[config.mk]
export PLATFORM = sky130hd
export DESIGN_NAME = pc_redirect_ctrl
export DESIGN_NICKNAME = d
export VERILOG_FILES = /design/src/rtl/pc_ctrl_pkg.sv /design/src/rtl/pc_redirect_ctrl.sv
export SDC_FILE = /design/constraint.sdc
export NUM_CORES = 1
export LEC_CHECK = 0
export CAP_MARGIN = 20
export CORE_MARGIN = 10
export CORE_UTILIZATION = 23
export DETAILED_ROUTE_END_ITERATION = 10
export GPL_ROUTABILITY_DRIVEN = 0
export GPL_TIMING_DRIVEN = 0
export RECOVER_POWER = 50
export SLEW_MARGIN = 10
export SYNTH_ARGS = -nofsm -noshare
export SYNTH_HDL_FRONTEND = slang
export SYNTH_SLANG_ARGS = --single-unit
[constraint.sdc]
create_clock -name clk -period 1.71 [get_ports clk]
set_input_delay 0.513 -clock clk [delete_from_list [all_inputs] [get_ports clk]]
set_output_delay 0.513 -clock clk [all_outputs]
set_load 0.02 [all_outputs]
[src/rtl/pc_ctrl_pkg.sv]
// Shared types and defaults for the PC redirect controller.
package pc_ctrl_pkg;

  // Default PC / target width
  localparam int unsigned XlenDefault = 32;

  // Redirect sequencing states
  typedef enum logic [1:0] {
    StIdle,
    StPend,
    StIssue,
    StFlush
  } pc_state_e;

endpackage

[src/rtl/pc_redirect_ctrl.sv]
// PC redirect controller: arbitrates trap and branch redirects, hands the new PC to
// fetch once it is ready, then squashes the front-end pipeline registers for a
// fixed number of cycles.
module pc_redirect_ctrl
  import pc_ctrl_pkg::*;
#(
  parameter int unsigned FLUSH_CYCLES = 2,
  parameter int unsigned XLEN         = XlenDefault
) (
  input  logic            clk,
  input  logic            rstn,
  input  logic            trap_req,
  input  logic [XLEN-1:0] trap_target,
  input  logic            br_req,
  input  logic [XLEN-1:0] br_target,
  input  logic            stall_req,
  input  logic            fetch_ready,
  output logic            redirect_flag,
  output logic [XLEN-1:0] redirect_target,
  output logic            pc_src,
  output logic            pc_write,
  output logic            flush,
  output logic            busy
);

  localparam logic [2:0] FlushInit = 3'(FLUSH_CYCLES);

  pc_state_e       state_q, state_d;
  logic [XLEN-1:0] target_q, target_d;
  logic [2:0]      cnt_q, cnt_d;

  // Next-state: trap beats branch; only a trap may interrupt an in-flight redirect,
  // since any branch seen after acceptance belongs to a squashed younger instruction.
  always_comb begin
    state_d  = state_q;
    target_d = target_q;
    cnt_d    = cnt_q;
    unique case (state_q)
      StIdle: begin
        if (trap_req || br_req) begin
          target_d = trap_req ? trap_target : br_target;
          state_d  = fetch_ready ? StIssue : StPend;
        end
      end
      StPend: begin
        if (trap_req) target_d = trap_target;
        if (fetch_ready) state_d = StIssue;
      end
      StIssue, StFlush: begin
        if (trap_req) begin
          target_d = trap_target;
          state_d  = fetch_ready ? StIssue : StPend;
          cnt_d    = '0;
        end else if (state_q == StIssue) begin
          if (FLUSH_CYCLES == 0) begin
            state_d = StIdle;
          end else begin
            state_d = StFlush;
            cnt_d   = FlushInit;
          end
        end else if (cnt_q <= 3'd1) begin
          state_d = StIdle;
          cnt_d   = '0;
        end else begin
          cnt_d = cnt_q - 3'd1;
        end
      end
      default: begin
        state_d = StIdle;
        cnt_d   = '0;
      end
    endcase
  end

  // State, captured target and flush counter
  always_ff @(posedge clk or negedge rstn) begin
    if (!rstn) begin
      state_q  <= StIdle;
      target_q <= '0;
      cnt_q    <= '0;
    end else begin
      state_q  <= state_d;
      target_q <= target_d;
      cnt_q    <= cnt_d;
    end
  end

  // Output decode; pc_write is gated by rstn so the PC stays frozen during reset.
  always_comb begin
    redirect_flag = 1'b0;
    pc_src        = 1'b0;
    pc_write      = 1'b0;
    flush         = 1'b0;
    unique case (state_q)
      StIdle:  pc_write = rstn & ~stall_req;
      StPend:  flush = 1'b1;
      StIssue: begin
        redirect_flag = 1'b1;
        pc_src        = 1'b1;
        pc_write      = 1'b1;
        flush         = 1'b1;
      end
      StFlush: begin
        pc_write = 1'b1;
        flush    = 1'b1;
      end
      default: ;
    endcase
  end

  assign busy            = (state_q != StIdle);
  assign redirect_target = target_q;

endmodule

==> results.py, run 1 <==
metrics = {
    "critical_path": {
        "required_ps": 1200,
        "reg2reg_setup_slack_ps": 210,
        "startpoint_class_of_the_critical_path": "input pin",
        "critical_path_type": "in -> out",
        "critical_r2r_capture": "redirect_target[13]",
        "worstRegToRegCells": 6,
        "regToRegStartpoint": "state_q[1]",
        "crit_fanout": 2,
        "worstPathArrival_ps": 1180,
        "end_kind": "primary output",
    },
    "placed_design": {
        "portBuffers": 106,
        "place.detailed.hpwl_mm": 4.951,
        "postPlaceCellArea_sq_um": 3054,
    },
    "clock_network": {
        "htreeDepth": 2,
        "clock_tree_from_tritoncts": "yes",
        "cts.root.buffer_cell": "clkbuf_8",
        "cts_inserted_buffers": 5,
        "worstSkewPairLatency_ps": 280,
        "clkTransAtPathRegs_ps": 80,
        "cts_buffer_depth": 2,
        "cts_hold_buffers": 0,
        "clock_sinks": 37,
    },
    "sta": {
        "fin_crit_sh_pct": 99.16,
        "finalHoldWorstSlack_ps": 168.5,
        "unrepaired_setup_endpoints_after_global_routing": "true",
        "timing.final.max_slew_violations": 0,
        "worst_slew_pin_slew_ps": 1031,
        "final-setup-viol-count": 0,
        "clock.fmax_ghz": 0.5898,
        "slew_headroom_pct": 31.30,
        "finalHoldViolations": 0,
        "period_minus_slack_ps": 1696,
        "fin_skew_ps": 3.091,
    },
    "detailed_routing": {
        "totalWireLength_mm": 6.532,
        "firstDrtPassIters": 4,
        "avgViaCountPerCell": 4.273,
        "route.vias.total": 1709,
        "drt_iter0_drc": 55,
        "drc": 0,
        "drtAntennaViolNets": 0,
        "wl_per_cell_microns": 16.33,
    },
    "yosys": {
        "syn_area_sq_um": 1843,
        "synth_top_cells_by_area": "dfrtp_1 (50%), mux2i_1 (17%), o21ai_1 (7.9%), nand2_1 (6.9%), buf_12 (3.3%)",
        "synth-edff-count": 0,
        "syn_inst": 176,
        "ys.flop_type": "dfrtp_1",
        "ffs_latches_synth": 37,
        "post_synth_num_cell_types": 27,
        "synth.top_cell.area_share_pct": 50.24,
        "avgSynthCellArea_sq_um": 10.47,
        "synth_largest_area_cell": "dfrtp_1",
        "yosys_warnings": 0,
        "synth_sequential_area_ratio_pct": 50.24,
        "syn-num-nets": 248,
        "ys_async_sr_fraction_pct": 100.0,
    },
    "global_route": {
        "overall_routing_resource_usage_pct": 10.31,
        "grt_start_max_net_pins": 21,
        "grt_antenna_before_repair": 0,
        "globalRouteOverflowTotal": 0,
        "grt_first_pass_wirelength_mm": 9.639,
        "first_global_vias": 1771,
    },
    "layout": {
        "area_delta_synth_final_pct": 73.93,
        "finalInstanceArea_sq_um": 3206,
        "multi_input_area_sq_um": 813.3,
        "final_net_count": 369,
        "ff_latch_area_sq_um": 928.4,
        "final.fill_count": 788,
        "num_antenna_cells": 0,
        "layout_cell_share_with_drive_strength_beyond_1_pct": 13.09,
    },
    "die": {
        "die_h_microns": 109.5,
        "ioPinCount": 107,
        "die-area_sq_um": 11990,
        "cell_row_count": 32,
        "fp.dieW_microns": 109.5,
        "fp.coreArea_sq_um": 7767,
        "initial_core_utilization_pct": 23.73,
    },
    "flow_run": {
        "cap_violations": 0,
    },
    "pwr": {
        "vdd.ir_drop.worst_mv": 0.3278,
        "comb_power_share_pct": 39.8,
        "seqPwrFrac_pct": 37.4,
        "power.share.switching_pct": 33.41,
        "power_density_nw_per_um2": 932.0,
        "power.share.clock_pct": 22.8,
        "p_switching_uw": 998.1,
        "post-layout-total-power_mw": 2.988,
        "p_leak_nw": 1.372,
        "p_int_mw": 1.990,
    },
    "run_status": {
        "outcome": "finished, final reports clean",
    },
    "worst_hold_path": {
        "class_of_the_tightest_hold_or_removal_check": "in -> async",
    },
}
-- logic make-up after synthesis --
logic type / share of synthesized area [%]
flops: 50.24
compound gates: 12.63
simple gates: 11.00
fa+ha+maj: 1.358
mux: 17.38
buf+inv: 7.400
-- synth_stat cells, drive strengths merged (2+ instances only) --
cell type / n
inv: 5
nand2: 34
dfrtp: 37
nor2b: 3
mux2i: 32
clkbuf: 6
nor3: 4
o31ai: 2
buf: 7
or2: 2
o21ai: 32
ha: 2
-- layer usage --
layer  GRT usage, %  part of all wire, %
met3          3.277                  7.0
met5              0                    0
met4          2.788                  1.1
met1          13.08                   42
met2          16.52                   50
-- power by group through the flow --
stage | Combinational [mW] | Sequential (mW) | Clock [mW]
after floorplan | 0.540 | 1.23 | 0
after global placement | 1.20 | 1.12 | 0
after detailed placement | 1.22 | 1.12 | 0
after CTS | 1.17 | 1.11 | 0.708
after global routing | 1.29 | 1.14 | 0.745
final | 1.19 | 1.12 | 0.681
-- registers in the layout, summed over array words and instances, names as in the netlist --
signal           flops
redirect_target     32
state_q              2
cnt_q                3
-- final cells by class --
type                       count  area share [%]
multi-input combinational    121           25.37
sequential                    37           28.96
inverter                       5          0.5855
timing repair buffer         115           34.50
clock buffer                   7           3.005
buffer                        12           3.435
tap                          102           3.981
clock inverter                 1          0.1561
-- cell usage in the layout (no fill, tap or decap), types with 2 or more instances in the layout --
| cell type | Yosys | layout |
|---|---|---|
| buf_2 | 1 | 2 |
| o21ai_0 | 2 | 2 |
| inv_1 | 5 | 5 |
| o21ai_1 | 29 | 29 |
| buf_16 | 0 | 2 |
| clkdlybuf4s50_1 | 0 | 67 |
| dfrtp_1 | 37 | 35 |
| buf_6 | 2 | 4 |
| buf_12 | 3 | 3 |
| buf_4 | 1 | 6 |
| or2_4 | 0 | 2 |
| clkbuf_2 | 0 | 3 |
| dfrtp_2 | 0 | 2 |
| ha_1 | 2 | 2 |
| clkbuf_1 | 6 | 6 |
| mux2i_1 | 32 | 29 |
| nor3_1 | 4 | 4 |
| nand2_1 | 34 | 34 |
| dlygate4sd2_1 | 0 | 33 |
| mux2i_2 | 0 | 3 |
| nor2b_1 | 3 | 2 |
| clkbuf_8 | 0 | 7 |
-- stage by stage --
| stage | TNS [ps] | instances | worst slack, ps | utilization (%) |
|---|---|---|---|---|
| after floorplan | 0 | 176 | 92.52 | - |
| after global placement | -47920 | 384 | -2242 | 39.03 |
| after detailed placement | -13090 | 385 | -1010 | 39.32 |
| after CTS | -29.75 | 396 | -29.75 | 40.67 |
| after global routing | -208.7 | 400 | -38.87 | 41.27 |
| final | 0 | 400 | 14.37 | 41.27 |
-- what timing repair did --
action,CTS,global route
setup endpoints to repair,67,16
setup buffers,4,3
resized for setup,73,7
pin swaps,1,1
gates cloned,0,1
-- worst max path at each step --
stage	from	endpoint	slack, ps	cells after the start
floorplan	rstn	pc_write	90	2
global placement	rstn	pc_write	-2240	4
detailed placement	rstn	pc_write	-1010	5
CTS	state_q[0]	pc_write	-30	2
global route	br_req	redirect_target[2]	-40	6
finish	rstn	pc_write	10	5
-- worst max-delay path, stage by stage --
cell and delay [ps]:
buf_16 80, buf_16 100, inv_1 60, o31ai_4 270, buf_6 150
Note: power is estimated with default switching activity, not from simulation.
==> run 2, diff against run 1 <==
--- a/config.mk
+++ b/config.mk
@@ -7,10 +7,11 @@
 export LEC_CHECK = 0
 export CAP_MARGIN = 20
 export CORE_MARGIN = 10
-export CORE_UTILIZATION = 23
+export CORE_UTILIZATION = 38
 export DETAILED_ROUTE_END_ITERATION = 10
 export GPL_ROUTABILITY_DRIVEN = 0
 export GPL_TIMING_DRIVEN = 0
+export PLACE_DENSITY = 0.8
 export RECOVER_POWER = 50
 export SLEW_MARGIN = 10
 export SYNTH_ARGS = -nofsm -noshare
==> run 2 against run 1 <==
The run now ends with negative setup slack left. Maximum frequency down 0.97%. Combinational power about the same. Final area decreased by 0.39%. Setup slack worse by 17 ps. Utilization up 26 points. Global-route usage up 4.2 points. Critical path type is now reg -> out. Highest routed layer unchanged. Critical endpoint is now redirect_flag. Final cell count down 8.0%.
==> results.py, run 2 (synthesis gave the netlist of run 1 again) <==
metrics = {
    "run_status": {
        "outcome": "complete, but fails checks",
        "failed_checks": "negative setup slack",
    },
    "sta": {
        "fin_skew_ps": 3.278,
        "worst_slew_pin_slew_ps": 822.5,
        "period_minus_slack_ps": 1712,
        "fin_crit_sh_pct": 100.1,
        "unrepaired_setup_endpoints_after_global_routing": "true",
        "slew_headroom_pct": 45.16,
        "clock.fmax_ghz": 0.5840,
        "timing.final.max_slew_violations": 0,
        "final-setup-viol-count": 1,
        "finalSetupTns_ps": -2.320,
        "finalHoldViolations": 0,
        "postLayoutSetupSlackWorst_ps": -2.320,
    },
    "worst_hold_path": {
        "class_of_the_tightest_hold_or_removal_check": "in -> async",
    },
    "clock_network": {
        "cts_buffer_depth": 2,
        "worstSkewPairLatency_ps": 280,
        "htreeDepth": 2,
        "cts_inserted_buffers": 5,
        "clkTransAtPathRegs_ps": 70,
        "clock_sinks": 37,
        "cts.root.buffer_cell": "clkbuf_8",
        "clock_tree_from_tritoncts": "yes",
    },
    "global_route": {
        "grt_start_max_net_pins": 15,
        "grt_first_pass_wirelength_mm": 9.004,
        "first_global_vias": 1811,
        "globalRouteOverflowTotal": 0,
        "overall_routing_resource_usage_pct": 14.50,
        "grt_antenna_before_repair": 0,
    },
    "detailed_routing": {
        "drc": 0,
        "avgViaCountPerCell": 4.679,
        "route.vias.total": 1722,
        "drt_iter0_drc": 29,
        "drtAntennaViolNets": 0,
        "wl_per_cell_microns": 16.53,
        "totalWireLength_mm": 6.084,
        "firstDrtPassIters": 4,
    },
    "die": {
        "die_h_microns": 89.64,
        "ioPinCount": 107,
        "fp.dieW_microns": 89.64,
        "cell_row_count": 25,
        "initial_core_utilization_pct": 39.02,
        "fp.coreArea_sq_um": 4723,
        "die-area_sq_um": 8035,
    },
    "placed_design": {
        "postPlaceCellArea_sq_um": 3003,
        "portBuffers": 106,
        "place.detailed.hpwl_mm": 4.423,
    },
    "layout": {
        "final.fill_count": 395,
        "layout.cells.most_common_list": "clkdlybuf4s50_1 (66), dfrtp_1 (35), nand2_1 (34)",
        "final_net_count": 372,
        "max_ffs_per_register": 32,
        "num_antenna_cells": 0,
        "multi_input_area_sq_um": 808.3,
        "area_delta_synth_final_pct": 73.25,
        "layout_cell_share_with_drive_strength_beyond_1_pct": 12.96,
        "finalInstanceArea_sq_um": 3193,
        "layout.cells.most_common": "clkdlybuf4s50_1",
        "ff_latch_area_sq_um": 928.4,
    },
    "critical_path": {
        "cp_slowest_stage_delay_ps": 450,
        "crit_fanout": 7,
        "setup.worst_path.start": "state_q[1]",
        "regToRegStartpoint": "state_q[0]",
        "critical_path_type": "reg -> out",
        "end_kind": "primary output",
        "startpoint_class_of_the_critical_path": "flop",
        "required_ps": 1200,
        "cpMaxStageDelayCell": "dfrtp_2",
        "crit_chain": "nor2b_2, buf_4, buf_4",
        "worstPathArrival_ps": 1200,
        "crit_top_cell": "buf_4",
    },
    "pwr": {
        "p_leak_nw": 1.398,
        "vdd.ir_drop.worst_mv": 0.5922,
        "power_density_nw_per_um2": 939.2,
    },
    "flow_run": {
        "cap_violations": 0,
    },
}
## run 2: critical path, delay by kind of cell (launching register included)
family	cells	cell delay, ps
buffers and inverters	2	290
flip-flops	1	450
AND/OR/NAND/NOR	1	180
## run 2: cell type report
cell class                      count  share of cell area (%)
Clock buffer                        7                   3.017
Timing Repair Buffer              118                   35.78
Buffer                             12                   3.448
Multi-Input combinational cell    121                   25.31
Inverter                            5                  0.5878
Tap cell                           67                   2.625
Clock inverter                      1                  0.1567
Sequential cell                    37                   29.08
## run 2: final timing paths
check / endpoint / slack, ps / cells after the start
min in group clk: redirect_target[23] / 540 / 2
min: cnt_q[2] / 400 / 2
max reg2reg: redirect_target[31] / 130 / 6
min reg2reg: redirect_target[23] / 540 / 2
max in group asynchronous: redirect_target[1] / 740 / 3
max: redirect_flag / -2 / 3
## run 2: repair_timing
action | 4_1_cts | 5_1_grt
pin swaps | 1 | 1
setup buffers | 5 | 2
cloned | 1 | 1
hold buffers | 0 | 2
endpoints found under the hold margin | 0 | 6
resized for setup | 70 | 6
setup endpoints to repair | 64 | 22
## run 2: stage by stage
step / setup slack [ps] / total power, mW / hold slack [ps] / util [%] / cells
final: -2.320 / 2.999 / 400.4 / 67.60 / 368
after global routing: -43.32 / 3.188 / 445.9 / 67.60 / 368
after CTS: 2.012 / 2.974 / 5.252 / 66.46 / 363
after detailed placement: -794.9 / 2.327 / 397.9 / 63.58 / 350
after global placement: -2107 / 2.298 / 528.4 / 63.26 / 349
after floorplan: 92.52 / 1.770 / 217.4 / - / 176
## run 2: routing by layer
| metal | global-route usage, % | part of all wire (%) |
|---|---|---|
| met1 | 16.91 | 41 |
| met2 | 24.27 | 48 |
| met3 | 6.408 | 10 |
| met4 | 2.601 | 0.44 |
| met5 | 0 | 0 |
## run 2: report_power, final
part	internal, mW	leakage (nW)	total, mW	switching (mW)
logic	0.633	0.895	1.21	0.577
clock network	0.364	0.0542	0.672	0.307
registers	1.01	0.449	1.12	0.104
